==> config.mk <==
export PLATFORM = sky130hd
export DESIGN_NAME = voxel_ray_sequencer
export DESIGN_NICKNAME = d
export VERILOG_FILES = /design/src/rtl/voxel_ray_sequencer.sv
export SDC_FILE = /design/constraint.sdc
export NUM_CORES = 1
export LEC_CHECK = 0
export BUFFER_PORTS_ARGS = -buffer_cell sky130_fd_sc_hd__buf_2
export CORE_AREA = 5 5 227 229
export CTS_CLUSTER_DIAMETER = 120
export DETAILED_ROUTE_END_ITERATION = 6
export DIE_AREA = 0 0 232 234
export GPL_TIMING_DRIVEN = 0
export PLACE_DENSITY = 0.58
export REMOVE_ABC_BUFFERS = 1
export SLEW_MARGIN = 20
export SYNTH_ARGS = -nofsm -noshare
export SYNTH_HDL_FRONTEND = slang
export SYNTH_SLANG_ARGS = --single-unit
==> constraint.sdc <==
create_clock -name clk -period 2.1 [get_ports clk]
set_clock_uncertainty 0.05 [all_clocks]
set_input_delay 0.315 -clock clk [delete_from_list [all_inputs] [get_ports clk]]
set_output_delay 0.315 -clock clk [all_outputs]
set_load 0.02 [all_outputs]
==> src/rtl/voxel_ray_sequencer.sv <==
// voxel_ray_sequencer: issues one DDA step at a time into the voxel core and returns a hit/miss/timeout result per ray
module voxel_ray_sequencer #(
  parameter int W = 32,
  parameter int MAX_STEPS = 96,
  parameter int STEP_W = 7
) (
  input  logic              clk,
  input  logic              rst_n,
  input  logic              load_mode,
  input  logic              abort,
  input  logic              ray_valid,
  output logic              ray_ready,
  input  logic [5:0]        ray_ix,
  input  logic [5:0]        ray_iy,
  input  logic [5:0]        ray_iz,
  input  logic              ray_sx,
  input  logic              ray_sy,
  input  logic              ray_sz,
  input  logic [W-1:0]      ray_next_x,
  input  logic [W-1:0]      ray_next_y,
  input  logic [W-1:0]      ray_next_z,
  input  logic [W-1:0]      ray_inc_x,
  input  logic [W-1:0]      ray_inc_y,
  input  logic [W-1:0]      ray_inc_z,
  output logic [5:0]        core_ix_in,
  output logic [5:0]        core_iy_in,
  output logic [5:0]        core_iz_in,
  output logic              core_sx_in,
  output logic              core_sy_in,
  output logic              core_sz_in,
  output logic [W-1:0]      core_next_x_in,
  output logic [W-1:0]      core_next_y_in,
  output logic [W-1:0]      core_next_z_in,
  output logic [W-1:0]      core_inc_x_in,
  output logic [W-1:0]      core_inc_y_in,
  output logic [W-1:0]      core_inc_z_in,
  output logic              core_step_valid_in,
  input  logic [5:0]        core_ix_out,
  input  logic [5:0]        core_iy_out,
  input  logic [5:0]        core_iz_out,
  input  logic [W-1:0]      core_next_x_out,
  input  logic [W-1:0]      core_next_y_out,
  input  logic [W-1:0]      core_next_z_out,
  input  logic [2:0]        core_primary_face_id_out,
  input  logic              core_out_of_bounds_out,
  input  logic              core_voxel_occupied_out,
  input  logic              core_step_valid_out,
  output logic              res_valid,
  input  logic              res_ready,
  output logic              res_hit,
  output logic              res_timeout,
  output logic [5:0]        res_ix,
  output logic [5:0]        res_iy,
  output logic [5:0]        res_iz,
  output logic [2:0]        res_face,
  output logic [STEP_W-1:0] res_steps,
  output logic              busy
);
  typedef enum logic [2:0] {IDLE, ISSUE, WAIT, RESULT, DRAIN} state_t;
  localparam logic [STEP_W-1:0] MAX = STEP_W'(MAX_STEPS);
  state_t state_q;
  logic [5:0] ix_q, iy_q, iz_q, res_ix_q, res_iy_q, res_iz_q;
  logic [W-1:0] tx_q, ty_q, tz_q, ax_q, ay_q, az_q;
  logic sx_q, sy_q, sz_q, res_hit_q, res_timeout_q;
  logic [2:0] face_q, res_face_q;
  logic [STEP_W-1:0] steps_q;
  assign core_ix_in = ix_q;
  assign core_iy_in = iy_q;
  assign core_iz_in = iz_q;
  assign core_sx_in = sx_q;
  assign core_sy_in = sy_q;
  assign core_sz_in = sz_q;
  assign core_next_x_in = tx_q;
  assign core_next_y_in = ty_q;
  assign core_next_z_in = tz_q;
  assign core_inc_x_in = ax_q;
  assign core_inc_y_in = ay_q;
  assign core_inc_z_in = az_q;
  assign core_step_valid_in = state_q == ISSUE;
  assign ray_ready = state_q == IDLE && !load_mode;
  assign res_valid = state_q == RESULT;
  assign busy = state_q != IDLE;
  assign res_hit = res_hit_q;
  assign res_timeout = res_timeout_q;
  assign res_ix = res_ix_q;
  assign res_iy = res_iy_q;
  assign res_iz = res_iz_q;
  assign res_face = res_face_q;
  assign res_steps = steps_q;
  always_ff @(posedge clk or negedge rst_n) begin
    if (!rst_n) begin
      state_q <= IDLE;
      {ix_q, iy_q, iz_q, tx_q, ty_q, tz_q, ax_q, ay_q, az_q, sx_q, sy_q, sz_q} <= '0;
      {face_q, steps_q} <= '0;
      {res_hit_q, res_timeout_q, res_ix_q, res_iy_q, res_iz_q, res_face_q} <= '0;
    end else begin
      case (state_q)
        IDLE: if (ray_valid && !load_mode) begin
          {ix_q, iy_q, iz_q} <= {ray_ix, ray_iy, ray_iz};
          {sx_q, sy_q, sz_q} <= {ray_sx, ray_sy, ray_sz};
          {tx_q, ty_q, tz_q} <= {ray_next_x, ray_next_y, ray_next_z};
          {ax_q, ay_q, az_q} <= {ray_inc_x, ray_inc_y, ray_inc_z};
          face_q <= '0;
          steps_q <= '0;
          state_q <= ISSUE;
        end
        ISSUE: begin
          steps_q <= steps_q + STEP_W'(1);
          state_q <= abort ? DRAIN : WAIT;
        end
        WAIT: if (abort) state_q <= core_step_valid_out ? IDLE : DRAIN;
        else if (core_step_valid_out) begin
          if (core_voxel_occupied_out) begin
            {res_ix_q, res_iy_q, res_iz_q} <= {ix_q, iy_q, iz_q};
            res_face_q <= face_q;
            res_hit_q <= 1'b1;
            res_timeout_q <= 1'b0;
            state_q <= RESULT;
          end else if (core_out_of_bounds_out || steps_q == MAX) begin
            {res_ix_q, res_iy_q, res_iz_q} <= {core_ix_out, core_iy_out, core_iz_out};
            res_face_q <= core_primary_face_id_out;
            res_hit_q <= 1'b0;
            res_timeout_q <= !core_out_of_bounds_out;
            state_q <= RESULT;
          end else begin
            {ix_q, iy_q, iz_q} <= {core_ix_out, core_iy_out, core_iz_out};
            {tx_q, ty_q, tz_q} <= {core_next_x_out, core_next_y_out, core_next_z_out};
            face_q <= core_primary_face_id_out;
            state_q <= ISSUE;
          end
        end
        RESULT: if (abort || res_ready) state_q <= IDLE;
        DRAIN: if (core_step_valid_out) state_q <= IDLE;
        default: state_q <= IDLE;
      endcase
    end
  end
endmodule

# Yosys cells after proc, flatten, opt, wreduce, memory -nomap -nowiden
# Index checks and enable logic that the tools add are counted.
# totals
ff_bits	249
word_cells	118
output_inout_bits	247
# op_classes
n_eq_ne	13
add_sub_neg	1
bitwise_logic	1
n_mux	66
n_reduce_logical	16
# ops
op	count
two-way mux 32 bit	15
one-hot mux 32 bit (2 select lines)	3
two-way mux 6 bit	21
two-way mux 3 bit	14
one-hot mux 6 bit (2 select lines)	3
one-hot mux 3 bit (5 select lines)	1
one-hot mux 7 bit (2 select lines)	1
!= test 2 bit, second input constant	5
AND reduction 4 bit	2
adder 7 x 1 -> 7 bit, second input constant	1
== test 7 bit, second input constant	1
two-way mux 7 bit	1
== test 3 x 2 -> 1 bit, second input constant	2
one-hot mux 3 bit (2 select lines)	1
AND reduction 6 bit	1
nonzero test 2 bit	3
two-way mux 1 bit	4
two-way mux 2 bit	2
!= test 2 x 1 -> 1 bit, second input constant	2
AND reduction 2 bit	2
== test 3 x 1 -> 1 bit, second input constant	1
== test 3 bit, second input constant	1
zero test 3 bit	1
!= test 3 bit, second input constant	1
other kinds (5)	8

# Logic depth before layout (Yosys ltp)
# depth
depth_word	7
mapped_depth	8
ltp_nobuf	6

# Least setup slack after synthesis
# OpenSTA, ideal clock, no wires.
# synth_path
kind	register to register
startpoint	reg state_q[2]
endpoint	reg ty_q[10], in the netlist core_next_y_in[10]
stages_incl_launch_ff	8
required_ns	1.925
setup_slack_ns	0.101
setup_ns	0.125
t_arrival_ns	1.824
cell_sequence	dfrtp_1 buf_2 nor3b_2 buf_4 buf_2 buf_2 mux2_2 mux2_2
# synth_via
elab_chain_len	3
word_cells_on_any_way	10
classes_between	eq/ne (6); mux (1); reduce/logical (3)
# synth_lines
element	line_no	text
start, declared	61	state_t state_q;
start signal, assigned	109	state_q <= abort ? DRAIN : WAIT;
start signal, assigned	111	WAIT: if (abort) state_q <= core_step_valid_out ? IDLE : DRAIN;
== test 3 x 2 -> 1 bit / zero test 3 bit (equally long branches)	97	case (state_q)
!= test 2 bit (no line), or another cell as far along	--	
AND reduction 6 bit (no line)	--	
end signal, assigned	101	{tx_q, ty_q, tz_q} <= {ray_next_x, ray_next_y, ray_next_z};
end signal, assigned	127	{tx_q, ty_q, tz_q} <= {core_next_x_out, core_next_y_out, core_next_z_out};
end, declared	63	logic [W-1:0] tx_q, ty_q, tz_q, ax_q, ay_q, az_q;
# Several ways; a longest one is shown, not always the timed one.
# A chain may end at the register's enable or synchronous reset.

# Worst setup path after layout
# layout_path
startpoint	reg state_q[2]
endpoint	reg ty_q[18], in the netlist core_next_y_in[18]
# Same word-level chain as after synthesis.

==> reports/results.ini <==
[floorplanning]
start_util=0.224
die_x_um=232
coreArea_um2=49500
placementRows=82
io_pins=586
die_y_um=234
die_area_um2=54300

[routing]
drtIter0Drc=231
first_pass_iters=4
vias=9222
route.detailed.drc=0
drtAntennaViolNets=0
vias_per_cell=4.18
post_drt_wl_per_cell_um=18.6
drt_wl_total_um=41100

[power_and_ir_drop]
finalPower_w=0.0279
power_per_cell_area_nw_per_um2=1480
power_leakage_nw=9.15
vdd_drop_max_v=0.000979

[place]
place_congestion=0.790
dp_hpwl_um=26900
dp.cells=1968
portBuffers=585

[timing]
hold_viol_final=0
drv_slew=0
rsz0062_at_grt=yes
finalSetupViolCount=120
final.setup.worst_slack_ns=-0.329
period_minus_slack_ns=2.43
fin_crit_sh=1.16
maxSlewHeadroom=0.232
fin_tns_setup_ns=-29.39
timing.fmax_ghz=0.412
worstMarginPinSlew_ns=1.15

[logic_synthesis]
synth_cell_types=33
synthCells=739
synth_area_um2=11100
avgSynthCellArea_um2=15.0
synth_warnings=0
ys_seq_area_frac=0.562
ys_seq_elements=249

[job]
cap_violations=0

[clock_tree]
cts.clk_slew.worst_paths_ns=0.06
cts.htree.levels=1
cts.path.max_buffers=3
insertion_delay_ns=0.55
cts_sinks=249
numCtsBuffers=28
root_buffer=clkbuf_16
cts_tree=done

[grt]
grt_overflow=0
antenna_found_initial=1
grt_pass1_vias=10183
grt_pass1_wl_um=59200
grt_max_degree=96
grt.total_usage=0.137

[run_status]
status=finished with violations
violations=negative setup slack

[finish]
layout-drive-gt1-share=0.729
final_util=0.381
area_growth_pct=69.8
fin_nets=1854
most-common-layout-cells=buf_2 (580), dfrtp_1 (246), mux2_2 (234), mux2_4 (137), dlygate4sd3_1 (103)
layout.cells.non_filler=2207
final_common_cell=buf_2

[setup_path]
cp-end-kind=flip-flop
required_ns=2.47
cp_max_fo=6
start_kind=flip-flop
criticalPathCategory=reg -> reg
arrival_ns=2.80

[hold_path]
hold_path.class=in -> reg

==> metal layers <==
metal	GRT usage	part of all wire	vias up
met5	0	0	-
met4	0.0423	0.029	0
met3	0.0371	0.081	55
met2	0.252	0.51	435
met1	0.156	0.38	4534
li1	-	-	4198
==> state kept, by name, summed over array words and instances, names as in the netlist, 6 cells and up <==
name            count
core_inc_x_in      32
core_inc_y_in      32
core_inc_z_in      32
core_ix_in          6
core_iy_in          6
core_iz_in          6
core_next_x_in     32
core_next_y_in     32
core_next_z_in     32
res_ix              6
res_iy              6
res_iz              6
res_steps           7
==> critical path: stages (launching register included) <==
cell and delay, ns:
dfrtp_2 0.46, nor3b_4 0.26, clkbuf_16 0.19, buf_12 0.10, nand3_4 0.06, o21ai_4 0.20
clkbuf_16 0.18, buf_16 0.11, buf_16 0.12, buf_12 0.11, clkbuf_16 0.15, mux2_4 0.30
==> final timing paths <==
check / from / to / slack (ns) / cells after the start
worst max-delay path: state_q[2]$_DFFE_PN0P_ / core_next_y_in[18]$_DFFE_PN0P_ / -0.33 / 11
worst min-delay path: ray_sz / core_sz_in$_DFFE_PN0P_ / 0.02 / 2
worst max register to register: state_q[2]$_DFFE_PN0P_ / core_next_y_in[18]$_DFFE_PN0P_ / -0.33 / 11
worst min register to register: core_inc_z_in[18]$_DFFE_PN0P_ / core_inc_z_in[18]$_DFFE_PN0P_ / 0.45 / 1
max in group asynchronous: rst_n / core_inc_x_in[9]$_DFFE_PN0P_ / 0.81 / 3
min in group asynchronous: rst_n / res_face[1]$_DFFE_PN0P_ / 0.28 / 2
==> where the power goes <==
group | leakage [nW] | switching [W] | internal [W]
clock | 0.462 | 0.00200 | 0.00291
sequential | 2.99 | 0.00136 | 0.00721
combinational | 5.70 | 0.00724 | 0.00718
total | 9.15 | 0.0106 | 0.0173
==> layout make-up <==
class                           instances  area (um^2)
Sequential cell                       249         6230
Multi-Input combinational cell        438         5200
Tap cell                              672          841
Fill cell                            4647        30600
Inverter                                9         41.3
Antenna cell                            1         2.50
Clock inverter                          9         72.6
Timing Repair Buffer                  787         5580
Clock buffer                           42          855
==> timing repair <==
action	4_1_cts	5_1_grt
hold buffers	103	0
setup buffers	51	20
gates resized for setup	207	38
gates cloned	15	7
setup endpoints to repair	202	159
pin swaps	7	4
endpoints found under the hold margin	164	0
==> cell usage after synthesis <==
library cell / count / share of area
ha_1: 2 / 0.0023
o32ai_1: 1 / 0.00079
nand4b_1: 1 / 0.00079
mux2_2: 371 / 0.38
a21bo_2: 1 / 0.00090
nor2b_1: 1 / 0.00056
a31oi_1: 2 / 0.0011
a21o_1: 1 / 0.00068
and3_1: 2 / 0.0011
nor3b_1: 1 / 0.00068
nor4_1: 1 / 0.00056
nand4_1: 1 / 0.00056
nor3_1: 1 / 0.00045
buf_2: 26 / 0.012
mux2i_1: 5 / 0.0045
buf_4: 1 / 0.00068
nand3_1: 3 / 0.0014
o21ai_2: 1 / 0.00079
or2_2: 1 / 0.00056
o21ai_0: 8 / 0.0036
a21oi_1: 3 / 0.0014
inv_1: 9 / 0.0030
nor2_1: 10 / 0.0034
clkbuf_1: 14 / 0.0047
buf_6: 4 / 0.0041
o31ai_2: 1 / 0.0011
dfrtp_1: 249 / 0.56
a211oi_1: 2 / 0.0014
or3b_2: 1 / 0.00079
nand2_1: 10 / 0.0034
nor3b_2: 1 / 0.0011
nand3_2: 1 / 0.00090
nand2b_1: 3 / 0.0017
==> logic make-up after synthesis <==
| family | count (synthesis) | share of synthesized area |
|---|---|---|
| AOI/OAI and AO/OA | 20 | 0.0117 |
| adders and majority gates | 2 | 0.00226 |
| buffers and inverters | 54 | 0.0243 |
| DFF | 249 | 0.562 |
| muxes | 376 | 0.382 |
| and+or+nand+nor | 38 | 0.0180 |
==> metrics by stage <==
stage / hold WS (ns) / setup WS [ns] / area [um^2]
2_1_floorplan: -0.0306 / -7.02 / 10800
3_3_place_gp: 0.434 / -11.14 / 14600
3_5_place_dp: 0.262 / -1.54 / 15000
4_1_cts: 0.000338 / -0.351 / 18500
5_1_grt: 0.0212 / -0.420 / 18800
6_report: 0.0237 / -0.329 / 18800
No activity file was read; power rests on OpenSTA's default activity.
